$ cat src/rtl/uart_pkg.sv
// Shared types and elaboration helpers for the framed UART transmit path.
package uart_pkg;

  typedef enum logic [2:0] {
    IDLE,
    LOAD,
    HEADER,
    BODY,
    CSUM,
    ENDER
  } state_e;

  // Bit period in clk cycles, rounded to nearest.
  function automatic int calc_div(input int clk_freq, input int baud_rate);
    return (clk_freq + baud_rate / 2) / baud_rate;
  endfunction

  function automatic int level_width(input int depth);
    return $clog2(depth) + 1;
  endfunction

  function automatic int cnt_width(input int n);
    return (n > 1) ? $clog2(n) : 1;
  endfunction

endpackage

$ cat src/rtl/uart_char_tx.sv
// One-character serialiser: start bit, DATA_WIDTH bits LSB first, STOP_WIDTH stop bits, DIV cycles each.
// ready is also high in the final stop-bit cycle so a new start continues the line with no idle bit.
module uart_char_tx
  import uart_pkg::*;
#(
  parameter int DIV        = 434,
  parameter int DATA_WIDTH = 8,
  parameter int STOP_WIDTH = 1
) (
  input  logic                  clk,
  input  logic                  rst_n,
  input  logic                  start_i,
  input  logic [DATA_WIDTH-1:0] char_i,
  output logic                  txd_o,
  output logic                  ready_o,
  output logic                  done_o
);

  localparam int NBITS = 1 + DATA_WIDTH + STOP_WIDTH;
  localparam int SW    = DATA_WIDTH + STOP_WIDTH;
  localparam int BW    = cnt_width(DIV);
  localparam int NW    = cnt_width(NBITS);

  logic          busy_q;
  logic [BW-1:0] baud_q;
  logic [NW-1:0] bit_q;
  logic [SW-1:0] shift_q;
  logic          txd_q;
  logic          baud_end;
  logic          last_cycle;

  assign baud_end   = (baud_q == BW'(DIV - 1));
  assign last_cycle = busy_q & baud_end & (bit_q == NW'(NBITS - 1));
  assign ready_o    = ~busy_q | last_cycle;
  assign done_o     = last_cycle;
  assign txd_o      = txd_q;

  always_ff @(posedge clk or negedge rst_n) begin
    if (!rst_n) begin
      busy_q  <= 1'b0;
      baud_q  <= '0;
      bit_q   <= '0;
      shift_q <= '1;
      txd_q   <= 1'b1;
    end else if (start_i && ready_o) begin
      busy_q  <= 1'b1;
      baud_q  <= '0;
      bit_q   <= '0;
      shift_q <= {{STOP_WIDTH{1'b1}}, char_i};
      txd_q   <= 1'b0;
    end else if (busy_q) begin
      if (baud_end) begin
        baud_q <= '0;
        if (last_cycle) begin
          busy_q <= 1'b0;
          txd_q  <= 1'b1;
        end else begin
          bit_q   <= bit_q + 1'b1;
          txd_q   <= shift_q[0];
          shift_q <= {1'b1, shift_q[SW-1:1]};
        end
      end else begin
        baud_q <= baud_q + 1'b1;
      end
    end
  end

endmodule

$ cat src/rtl/uart_tx_framer.sv
// Buffers words in a FIFO and sends each as HEADER, payload, [checksum if UART_TX_FRAMER_CHECKSUM_EN], ENDER.
// Empty-FIFO word reaches txd 3 cycles after its handshake; data_ready drops when full, nothing is dropped.
module uart_tx_framer
  import uart_pkg::*;
#(
  parameter int                    CLK_FREQ     = 50_000_000,
  parameter int                    BAUD_RATE    = 115200,
  parameter int                    DATA_WIDTH   = 8,
  parameter int                    STOP_WIDTH   = 1,
  parameter int                    INDATA_WIDTH = 32,
  parameter int                    FIFO_DEPTH   = 16,
  parameter logic [DATA_WIDTH-1:0] TX_HEADER    = 8'hFF,
  parameter logic [DATA_WIDTH-1:0] TX_ENDER     = 8'hEE,
  parameter int                    MSB_FIRST    = 0
) (
  input  logic                                 clk,
  input  logic                                 rst_n,
  input  logic [INDATA_WIDTH-1:0]              data,
  input  logic                                 data_valid,
  output logic                                 data_ready,
  output logic                                 txd,
  output logic                                 busy,
  output logic [level_width(FIFO_DEPTH)-1:0]   fifo_level
);

  localparam int DIV      = calc_div(CLK_FREQ, BAUD_RATE);
  localparam int BYTE_NUM = INDATA_WIDTH / DATA_WIDTH;
  localparam int AW       = $clog2(FIFO_DEPTH);
  localparam int LW       = level_width(FIFO_DEPTH);
  localparam int IW       = cnt_width(BYTE_NUM);

  logic [INDATA_WIDTH-1:0] mem_q [FIFO_DEPTH];
  logic [AW-1:0]           wr_ptr_q;
  logic [AW-1:0]           rd_ptr_q;
  logic [LW-1:0]           count_q;
  logic [LW-1:0]           count_d;
  logic                    ready_q;
  logic                    push;
  logic                    pop;

  state_e                  state_q;
  logic                    start_q;
  logic [DATA_WIDTH-1:0]   char_q;
  logic [INDATA_WIDTH-1:0] word_q;
  logic [IW-1:0]           idx_q;
`ifdef UART_TX_FRAMER_CHECKSUM_EN
  logic [DATA_WIDTH-1:0]   csum_q;
`endif

  logic                    eng_ready;
  logic                    eng_done;
  logic                    accept;
  logic                    last_idx;

  assign push       = data_valid & ready_q;
  assign pop        = (state_q == LOAD);
  assign data_ready = ready_q;
  assign fifo_level = count_q;
  assign busy       = (state_q != IDLE) || (count_q != '0);
  assign accept     = start_q & eng_ready;
  assign last_idx   = (idx_q == IW'(BYTE_NUM - 1));

  always_comb begin
    count_d = count_q;
    if (push && !pop) begin
      count_d = count_q + 1'b1;
    end else if (!push && pop) begin
      count_d = count_q - 1'b1;
    end
  end

  always_ff @(posedge clk or negedge rst_n) begin
    if (!rst_n) begin
      wr_ptr_q <= '0;
      rd_ptr_q <= '0;
      count_q  <= '0;
      ready_q  <= 1'b0;
    end else begin
      if (push) wr_ptr_q <= wr_ptr_q + 1'b1;
      if (pop)  rd_ptr_q <= rd_ptr_q + 1'b1;
      count_q <= count_d;
      ready_q <= (count_d != LW'(FIFO_DEPTH));
    end
  end

  // Storage carries no reset; only the pointers define what is valid.
  always_ff @(posedge clk) begin
    if (push) mem_q[wr_ptr_q] <= data;
  end

  function automatic logic [DATA_WIDTH-1:0] pick(input logic [INDATA_WIDTH-1:0] w,
                                                  input logic [IW-1:0]           idx);
    int sel;
    sel = (MSB_FIRST != 0) ? (BYTE_NUM - 1 - int'(idx)) : int'(idx);
    return w[sel*DATA_WIDTH +: DATA_WIDTH];
  endfunction

  // start_q/char_q always hold the next character, so it is taken in the previous one's last cycle.
  always_ff @(posedge clk or negedge rst_n) begin
    if (!rst_n) begin
      state_q <= IDLE;
      start_q <= 1'b0;
      char_q  <= '0;
      word_q  <= '0;
      idx_q   <= '0;
`ifdef UART_TX_FRAMER_CHECKSUM_EN
      csum_q  <= '0;
`endif
    end else begin
      case (state_q)
        IDLE: begin
          if (count_q != '0 && eng_ready) state_q <= LOAD;
        end
        LOAD: begin
          word_q  <= mem_q[rd_ptr_q];
          idx_q   <= '0;
`ifdef UART_TX_FRAMER_CHECKSUM_EN
          csum_q  <= '0;
`endif
          char_q  <= TX_HEADER;
          start_q <= 1'b1;
          state_q <= HEADER;
        end
        HEADER: begin
          if (accept) begin
            char_q  <= pick(word_q, '0);
            state_q <= BODY;
          end
        end
        BODY: begin
          if (accept) begin
`ifdef UART_TX_FRAMER_CHECKSUM_EN
            csum_q <= csum_q + char_q;
`endif
            if (last_idx) begin
`ifdef UART_TX_FRAMER_CHECKSUM_EN
              char_q  <= csum_q + char_q;
              state_q <= CSUM;
`else
              char_q  <= TX_ENDER;
              state_q <= ENDER;
`endif
            end else begin
              idx_q  <= idx_q + 1'b1;
              char_q <= pick(word_q, idx_q + 1'b1);
            end
          end
        end
`ifdef UART_TX_FRAMER_CHECKSUM_EN
        CSUM: begin
          if (accept) begin
            char_q  <= TX_ENDER;
            state_q <= ENDER;
          end
        end
`endif
        ENDER: begin
          // done while start_q is still set belongs to the previous character.
          if (accept) begin
            start_q <= 1'b0;
          end else if (!start_q && eng_done) begin
            state_q <= (count_q != '0) ? LOAD : IDLE;
          end
        end
        default: begin
          state_q <= IDLE;
          start_q <= 1'b0;
        end
      endcase
    end
  end

  uart_char_tx #(
    .DIV       (DIV),
    .DATA_WIDTH(DATA_WIDTH),
    .STOP_WIDTH(STOP_WIDTH)
  ) u_char_tx (
    .clk    (clk),
    .rst_n  (rst_n),
    .start_i(start_q),
    .char_i (char_q),
    .txd_o  (txd),
    .ready_o(eng_ready),
    .done_o (eng_done)
  );

endmodule

$ cat config.mk
export PLATFORM = sky130hd
export DESIGN_NAME = uart_tx_framer
export DESIGN_NICKNAME = d
export VERILOG_FILES = /design/src/rtl/uart_pkg.sv /design/src/rtl/uart_char_tx.sv /design/src/rtl/uart_tx_framer.sv
export SDC_FILE = /design/constraint.sdc
export NUM_CORES = 1
export LEC_CHECK = 0
export BUFFER_PORTS_ARGS = -buffer_cell sky130_fd_sc_hd__buf_2
export CORE_ASPECT_RATIO = 0.75
export CORE_UTILIZATION = 55
export CTS_CLUSTER_DIAMETER = 80
export CTS_CLUSTER_SIZE = 8
export DETAILED_ROUTE_END_ITERATION = 10
export HOLD_SLACK_MARGIN = 0.05
export PLACE_DENSITY_LB_ADDON = 0.05
export SKIP_CTS_REPAIR_TIMING = 1
export SLEW_MARGIN = 20
export SYNTH_ARGS = -nofsm -noshare
export SYNTH_HDL_FRONTEND = slang
export SYNTH_SLANG_ARGS = --single-unit
$ cat constraint.sdc
create_clock -name clk -period 4.27 [get_ports clk]
set_input_delay 0.6405 -clock clk [delete_from_list [all_inputs] [get_ports clk]]
set_output_delay 0.6405 -clock clk [all_outputs]
set_load 0.1 [all_outputs]
==> results of run 1 <==
[area by class of cell]
type | instances | share of cell area
multi-input combinational | 489 | 0.214
tap | 569 | 0.0264
inverter | 13 | 0.00181
clock inverter | 8 | 0.00404
antenna | 1 | 0.0000929
timing repair buffer | 77 | 0.0208
sequential | 595 | 0.649
clock buffer | 129 | 0.0843
[worst max-delay path by stage]
stage | start | endpoint | slack (ns) | cells past startpoint
after CTS | fifo_level[1]$_DFF_PN0_ | busy | 1.41 | 5
after global routing | fifo_level[0]$_DFF_PN0_ | busy | 1.25 | 5
final | fifo_level[1]$_DFF_PN0_ | busy | 1.46 | 5
after global placement | data_valid | mem_q[15][14]$_DFFE_PP_ | 1.25 | 5
after detailed placement | data_valid | mem_q[15][13]$_DFFE_PP_ | 1.23 | 5
after floorplan | data_ready$_DFF_PN0_ | mem_q[7][0]$_DFFE_PP_ | 0.76 | 4
[report_power, final]
group          total, W  switching, W  internal, W  leakage [nW]
Sequential      0.00706      0.000181      0.00688          5.59
Clock           0.00598       0.00234      0.00364          1.13
Combinational   0.00121      0.000864     0.000347          2.11
[cells in the final DEF, fill, tap and decap left out, types with 29 or more instances in the layout]
cell type,n
dfrtp_1,70
clkbuf_1,45
nor2_1,33
nor3_1,34
clkbuf_16,84
buf_4,29
edfxtp_1,512
buf_2,41
mux2_2,33
mux4_2,136
mux2i_1,37
[layer usage]
metal | up-vias | wire [um]
met3 | 81 | 3260
met5 | - | 0
met4 | 0 | 1290
met1 | 6116 | 22900
li1 | 4989 | -
met2 | 349 | 22100
[metrics by stage]
stage,cells,instance area [um^2]
2_1_floorplan,1163,23400
3_3_place_gp,1741,24500
3_5_place_dp,1741,24500
4_1_cts,1878,26900
5_1_grt,1881,26900
6_report,1881,26900
[state kept, by name, summed over array words and instances (netlist names), 2 cells and up]
| register | cells |
|---|---|
| mem_q | 512 |
| word_q | 32 |
| u_char_tx.baud_q | 9 |
| char_q | 8 |
| u_char_tx.shift_q | 8 |
| fifo_level | 5 |
| rd_ptr_q | 4 |
| u_char_tx.bit_q | 4 |
| wr_ptr_q | 4 |
| state_q | 3 |
| idx_q | 2 |
[kinds of logic (layout without fill, tap and decap cells)]
logic type,count (synthesis),count (layout),synth area share
AOI/OAI and AO/OA,97,97,0.0310
buffers and inverters,79,227,0.0135
muxes,211,211,0.165
other,0,1,0
DFF,595,595,0.746
adders and majority gates,13,13,0.00695
and+or+nand+nor,154,154,0.0320
xor gates and xnor gates,14,14,0.00524
==> results.json, run 1 <==
{
  "n_fill_cell": 2936,
  "numCtsBuffers": 84,
  "min_path_type": "input port to flop",
  "grt.total_usage": 0.242,
  "r2r-start": "rd_ptr_q[0]$_DFFE_PN0P_",
  "hpwl_um": 29500,
  "synth_top_cell_by_area": "edfxtp_1",
  "boundaryPins": 43,
  "min_period_ns": 2.81,
  "wirelength_um": 49600,
  "setup-tns-final_ns": 0,
  "wl_per_cell_um": 26.4,
  "cts_num_sinks": 595,
  "antenna_found_initial": 2,
  "dr.pass1.iters": 5,
  "overflow": 0,
  "seq_area_frac_synth": 0.746,
  "reg2reg_slack_ns": 1.58,
  "critPathKind": "flop to output port",
  "timing.slew.headroom": 0.297,
  "place.port_buffers": 42,
  "maxCapViolCount": 0,
  "synth_edf_count": 512,
  "multi_input_area_um2": 5760,
  "avgSynthCellArea_um2": 20.1,
  "ir_drop_v": 0.000410,
  "post-route-util": 0.642,
  "finalCritPeriodShare": 0.659,
  "setup_slack_ns": 1.46,
  "critPathMaxFanout": 7,
  "cts_tree": "done",
  "rsz0062_at_grt": "false",
  "hold_viol": 0,
  "grt_use_met3": 0.0542,
  "crit_family": "simple AND/OR/NAND/NOR gates",
  "yosysTopAreaCellShare": 0.657,
  "syn_inst": 1163,
  "synth-async-reset-ratio": 0.139,
  "start_util": 0.558,
  "drtIter0Drc": 974,
  "place.gp.congestion": 0.814,
  "critPathBufInv": 2,
  "yosys_register_bits": 595,
  "cts_max_level": 3,
  "ant_nets": 0,
  "cp_cell_sequence": "inv_1, ha_1, nor4b_1, nand3b_1, buf_2",
  "dieHeight_um": 181,
  "drcViolationCount": 0,
  "ctsLongestPathBuffers": 3,
  "ys_warn_count": 0,
  "r2r-end": "word_q[9]$_DFFE_PN0P_",
  "drive_gt1_frac": 0.281,
  "cp.required_ns": 3.63,
  "root_buffer": "clkbuf_16",
  "grt_pass1_wl_um": 76200,
  "vias_per_cell": 6.13,
  "setup_viol": 0,
  "synth_nets": 1211,
  "layout.nets": 1308,
  "die_w_um": 240,
  "slowest_delay_ns": 0.46,
  "slowest_stage": "dfrtp_1",
  "grt_pass1_vias": 12000,
  "use_met2": 0.342,
  "ys_top_cells_by_count": "512 x edfxtp_1, 136 x mux4_2, 74 x dfrtp_1",
  "skew_ns": 0.0224,
  "fp.dieArea_um2": 43400,
  "synthDistinctLibCells": 51,
  "slew_violations": 0,
  "clkTransAtPathRegs_ns": 0.05,
  "grt_max_degree": 53,
  "status": "complete, no violations",
  "p_total_w": 0.0143,
  "synthTopCellsByArea": "edfxtp_1 66%, mux4_2 13%, dfrtp_1 7.9%",
  "hold_end": "mem_q[5][3]$_DFFE_PP_",
  "hold_slack_ns": 0.441,
  "pwr_density_cell_nw_per_um2": 529,
  "reg2reg_depth": 5,
  "grt_util_met1": 0.377,
  "start_kind": "flop",
  "p_leak_nw": 8.83,
  "insertion_delay_ns": 0.60,
  "arrival_ns": 2.17,
  "synth_top_flop_cell": "edfxtp_1",
  "area_growth_pct": 15.1,
  "regArea_um2": 17500,
  "post-synth-top-count-cell": "edfxtp_1",
  "syn_area_um2": 23400,
  "rows": 65,
  "top_usage_layer": "met1",
  "worstHoldStart": "data[3]",
  "end_kind": "output port",
  "post-place-ws_ns": 1.23,
  "fmaxAchievable_mhz": 355,
  "tightest_slew_ns": 1.05,
  "whs_path_depth": 1,
  "num_vias": 11500,
  "core_area_um2": 42000
}
Power figures use the tool's default switching activity.
==> run 2: changes to the inputs <==
ABC_AREA = 1   (was unset)
clock period = 2.9 ns   (was 4.27 ns; I/O delays follow)
==> run 2 against run 1 <==
Net effect: sequential share of layout area decreased by 2.6 points; count of clock-buffer cells in the layout increased by 1; clock power increased by 50%.
==> results.json, run 2 <==
{
  "timing.slew.headroom": 0.271,
  "grt.total_usage": 0.279,
  "setup_viol": 0,
  "cts_num_sinks": 595,
  "synthDistinctLibCells": 38,
  "cts_max_level": 3,
  "reg2reg_depth": 5,
  "synth_top_flop_cell": "edfxtp_1",
  "min_path_type": "input port to flop",
  "critPathMaxFanout": 6,
  "vias_per_cell": 5.71,
  "insertion_delay_ns": 0.63,
  "skew_ns": 0.0197,
  "ys_top_cells_by_count": "699 x nand2_1, 512 x edfxtp_1, 373 x nand3_1",
  "regArea_um2": 17500,
  "place.gp.congestion": 0.836,
  "synth-async-reset-ratio": 0.139,
  "hpwl_um": 33500,
  "clkTransAtPathRegs_ns": 0.06,
  "dieHeight_um": 185,
  "tightest_slew_ns": 1.09,
  "place.port_buffers": 42,
  "hold_end": "mem_q[5][22]$_DFFE_PP_",
  "ctsLongestPathBuffers": 3,
  "syn_inst": 2144,
  "layout_common_cells": "699 x nand2_1, 512 x edfxtp_1, 373 x nand3_1",
  "avgSynthCellArea_um2": 11.4,
  "layout.nets": 2259,
  "setup_slack_ns": 0.482,
  "area_growth_pct": 14.9,
  "pwr_density_cell_nw_per_um2": 1010,
  "maxCapViolCount": 0,
  "boundaryPins": 43,
  "final_common_cell": "nand2_1",
  "cp.required_ns": 2.47,
  "cp_cell_sequence": "inv_1, ha_1, nand3_1, nor2_1, inv_1, buf_2",
  "numCtsBuffers": 84,
  "yosysTopAreaCellShare": 0.629,
  "p_leak_nw": 10.6,
  "slowest_delay_ns": 0.44,
  "antennaDiodeCount": 0,
  "synth_edf_count": 512,
  "end_kind": "output port",
  "root_buffer": "clkbuf_16",
  "worstHoldStart": "data[22]",
  "setup-tns-final_ns": 0,
  "reg2reg_slack_ns": 0.52,
  "rows": 66,
  "whs_path_depth": 1,
  "wl_per_cell_um": 21.3,
  "synthTopCellsByArea": "edfxtp_1 63%, nand2_1 11%, nand3_1 7.6%",
  "fmaxAchievable_mhz": 414,
  "arrival_ns": 1.98,
  "n_fill_cell": 3378,
  "die_w_um": 245,
  "grt_pass1_vias": 15800,
  "ant_nets": 0,
  "synth_nets": 2192,
  "drcViolationCount": 0,
  "start_kind": "flop",
  "num_vias": 16200,
  "multi_input_area_um2": 6380,
  "ys_warn_count": 0,
  "seq_area_frac_synth": 0.715,
  "largest_register_ffs": 512,
  "r2r-start": "wr_ptr_q[0]$_DFFE_PN0P_",
  "hold_slack_ns": 0.193,
  "critical_path.most_common_cell": "inv_1",
  "slew_violations": 0,
  "critPathKind": "flop to output port",
  "largest-register": "mem_q",
  "syn_area_um2": 24400,
  "grt_pass1_wl_um": 93900,
  "wirelength_um": 60600,
  "r2r-end": "mem_q[4][31]$_DFFE_PP_",
  "core_area_um2": 43600,
  "antenna_found_initial": 0,
  "fp.dieArea_um2": 45300,
  "grt_max_degree": 100,
  "post-synth-top-count-cell": "nand2_1",
  "finalCritPeriodShare": 0.834,
  "overflow": 0,
  "hold_viol": 0,
  "post-route-util": 0.644,
  "cts_tree": "done",
  "drive_gt1_frac": 0.112,
  "dr.pass1.iters": 6,
  "min_period_ns": 2.42,
  "post-place-ws_ns": 0.382,
  "yosys_register_bits": 595,
  "p_total_w": 0.0283,
  "ir_drop_v": 0.00159,
  "largest_registers": "mem_q x512, word_q x32, u_char_tx.baud_q x9",
  "drtIter0Drc": 1618,
  "status": "complete, no violations",
  "synth_top_cell_by_area": "edfxtp_1",
  "rsz0062_at_grt": "false",
  "start_util": 0.561,
  "slowest_stage": "dfrtp_1"
}
## run 2: final cells by class
class / count / area share
inverter: 47 / 0.00655
sequential: 595 / 0.622
timing repair buffer: 102 / 0.0319
clock buffer: 130 / 0.0818
multi-input combinational: 1381 / 0.227
tap: 578 / 0.0258
clock inverter: 7 / 0.00423
## run 2: worst max path at each step
stage / start / endpoint / slack (ns)
after CTS: fifo_level[0]$_DFF_PN0_ / busy / 0.43
after global placement: data_valid / mem_q[0][10]$_DFFE_PP_ / 0.43
final: fifo_level[0]$_DFF_PN0_ / busy / 0.48
after global routing: fifo_level[0]$_DFF_PN0_ / busy / 0.36
after detailed placement: data_valid / mem_q[0][4]$_DFFE_PP_ / 0.38
after floorplan: data_ready$_DFF_PN0_ / mem_q[0][0]$_DFFE_PP_ / -0.42
## run 2: cells by family (layout without fill, tap and decap cells)
group	after synthesis	in the layout	synth area share
compound gates	163	163	0.0368
xor+xnor	15	15	0.00538
fa+ha+maj	13	13	0.00666
buf+inv	168	286	0.0297
flops	595	595	0.715
simple gates	1190	1190	0.207
## run 2: layer usage
layer	vias up	global-route usage	share of wire
li1	7601	-	-
met1	7880	0.408	0.46
met2	602	0.411	0.43
met3	125	0.0662	0.078
met4	0	0.0929	0.027
met5	-	0	0
## run 2: per-stage QoR
stage	std cells	instance area, um^2
3_3_place_gp	2696	25500
4_1_cts	2835	28000
6_report	2840	28100
3_5_place_dp	2698	25600
5_1_grt	2840	28100
2_1_floorplan	2144	24400
## run 2: power breakdown
part	total, W	internal, W	switching [W]
clock network	0.00899	0.00540	0.00359
logic	0.00822	0.00241	0.00581
registers	0.0111	0.0106	0.000570
## run 2: worst max-delay path: cells and delay by family (launching register included)
family,cells,cell delay (ns)
fa+ha+maj,1,0.20
buf+inv,3,0.55
flops,1,0.44
simple gates,2,0.18
==> run 3: changes to the inputs <==
clock period = 2.2 ns   (was 2.9 ns; I/O delays follow)
==> run 3 against run 2 <==
Net effect: critical path depth is 1 higher; combinational power is 39% higher; sequential share of layout area is 0.68 points lower; non-clock buffer count is 31 higher; total power is 33% higher; register-to-register slack worse by 0.42 ns; clock power is 29% higher; first-iteration DRC count is 5.2% lower; sequential power is 32% higher; die area stayed put.
==> results.json, run 3 (same netlist as run 2, synthesis figures left out) <==
{
  "min_path_type": "input port to flop",
  "rsz0062_at_grt": "false",
  "slowest_stage": "buf_4",
  "grt_max_degree": 110,
  "rows": 66,
  "hold_viol": 0,
  "core_area_um2": 43600,
  "boundaryPins": 43,
  "insertion_delay_ns": 0.62,
  "ctsLongestPathBuffers": 3,
  "setup-tns-final_ns": 0,
  "pwr_density_cell_nw_per_um2": 1330,
  "cts_num_sinks": 595,
  "critPathKind": "flop to flop",
  "fp.dieArea_um2": 45300,
  "overflow": 0,
  "ant_nets": 0,
  "maxCapViolCount": 0,
  "cp_cell_sequence": "buf_4, nand3_1, nand3_1, a21oi_1, o21ai_0, buf_4, nand2_1",
  "post-place-ws_ns": 0.171,
  "dieHeight_um": 185,
  "grt_pass1_wl_um": 95200,
  "dr.pass1.iters": 5,
  "use_met2": 0.408,
  "grt.total_usage": 0.283,
  "grt_pass1_vias": 15900,
  "critPathMaxFanout": 43,
  "finalCritPeriodShare": 0.954,
  "slowest_delay_ns": 0.54,
  "wl_per_cell_um": 21.7,
  "wirelength_um": 62100,
  "grt_util_met1": 0.423,
  "p_leak_nw": 10.8,
  "setup_viol": 0,
  "largest_register_ffs": 512,
  "drcViolationCount": 0,
  "antenna_found_initial": 1,
  "num_vias": 16400,
  "root_buffer": "clkbuf_16",
  "clkTransAtPathRegs_ns": 0.06,
  "hpwl_um": 35400,
  "skew_ns": 0.0257,
  "grt_use_met3": 0.0711,
  "dp.cells": 2731,
  "ir_drop_v": 0.00107,
  "status": "complete, no violations",
  "die_w_um": 245,
  "cts_max_level": 3,
  "end_kind": "flop",
  "tightest_slew_ns": 0.728,
  "slew_violations": 0,
  "post-route-util": 0.651,
  "start_util": 0.561,
  "drtIter0Drc": 1534,
  "timing.slew.headroom": 0.514,
  "layout.nets": 2290,
  "cts_tree": "done",
  "setup_slack_ns": 0.101,
  "vias_per_cell": 5.73,
  "layout_common_cells": "698 x nand2_1, 512 x edfxtp_1, 373 x nand3_1",
  "cp.required_ns": 2.70,
  "place.gp.congestion": 0.872,
  "fmaxAchievable_mhz": 476,
  "final_common_cell": "nand2_1",
  "largest_registers": "mem_q x512, word_q x32, u_char_tx.baud_q x9",
  "largest-register": "mem_q",
  "top_usage_layer": "met1",
  "start_kind": "flop",
  "drive_gt1_frac": 0.126,
  "area_growth_pct": 16.2,
  "instances_no_fill": 2866,
  "numCtsBuffers": 84,
  "min_period_ns": 2.10,
  "place.port_buffers": 42,
  "arrival_ns": 2.60,
  "n_fill_cell": 3368
}
run 3: cell types whose count changed in the layout (fill, tap and decap cells not counted), moves of 3 or more:
cell | before | now
buf_4 | 43 | 63
buf_12 | 13 | 26
clkbuf_1 | 45 | 41
dfrtp_1 | 71 | 67
clkinv_8 | 5 | 2
dfrtp_2 | 1 | 4
run 3: per-stage QoR:
step / instance area [um^2] / hold WS (ns) / power (W)
2_1_floorplan: 24600 / 0.0344 / 0.0221
3_3_place_gp: 26000 / 0.328 / 0.0259
3_5_place_dp: 26000 / 0.330 / 0.0261
4_1_cts: 28400 / -0.320 / 0.0378
5_1_grt: 28400 / 0.0791 / 0.0396
6_report: 28400 / 0.0965 / 0.0377
run 3: area by class of cell:
cell class / count / area (um^2) / share of cell area
diodes: 1 / 2.50 / 0.0000881
inverters: 47 / 184 / 0.00648
clock buffers: 126 / 2280 / 0.0803
repair buffers: 133 / 1270 / 0.0447
well taps: 578 / 723 / 0.0255
clock inverters: 5 / 68.8 / 0.00242
flip-flops and latches: 595 / 17500 / 0.616
multi-input cells: 1381 / 6390 / 0.225
run 3: routing by layer:
metal,routed length (um),vias up,share of wire
li1,-,7656,-
met4,1390,0,0.022
met3,5000,108,0.081
met2,27100,612,0.44
met1,28600,8037,0.46
met5,0,-,0
run 3: report_power, final:
part | leakage [nW] | switching (W) | total (W) | internal (W)
combinational | 4.00 | 0.00777 | 0.0114 | 0.00361
clock | 1.12 | 0.00453 | 0.0116 | 0.00706
sequential | 5.63 | 0.000774 | 0.0147 | 0.0139
total | 10.8 | 0.0131 | 0.0377 | 0.0246
run 3: worst paths after layout:
check,start,to,slack (ns),cells past startpoint
min,data[2],mem_q[1][2]$_DFFE_PP_,0.1,1
max reg2reg,rd_ptr_q[1]$_DFFE_PN0P_,word_q[13]$_DFFE_PN0P_,0.10,7
min in group asynchronous,rst_n,char_q[0]$_DFFE_PN0P_,0.24,2
max,rd_ptr_q[1]$_DFFE_PN0P_,word_q[13]$_DFFE_PN0P_,0.10,7
min reg2reg,u_char_tx.txd_o$_DFFE_PN1P_,u_char_tx.txd_o$_DFFE_PN1P_,0.47,2
max in group asynchronous,rst_n,u_char_tx.shift_q[2]$_DFFE_PN1P_,1.28,3
run 3: critical path: cells and delay by family, from the launching register on:
family | cells | cell delay [ns]
buf+inv | 2 | 0.75
compound gates | 2 | 0.42
simple gates | 3 | 0.33
flops | 1 | 0.48
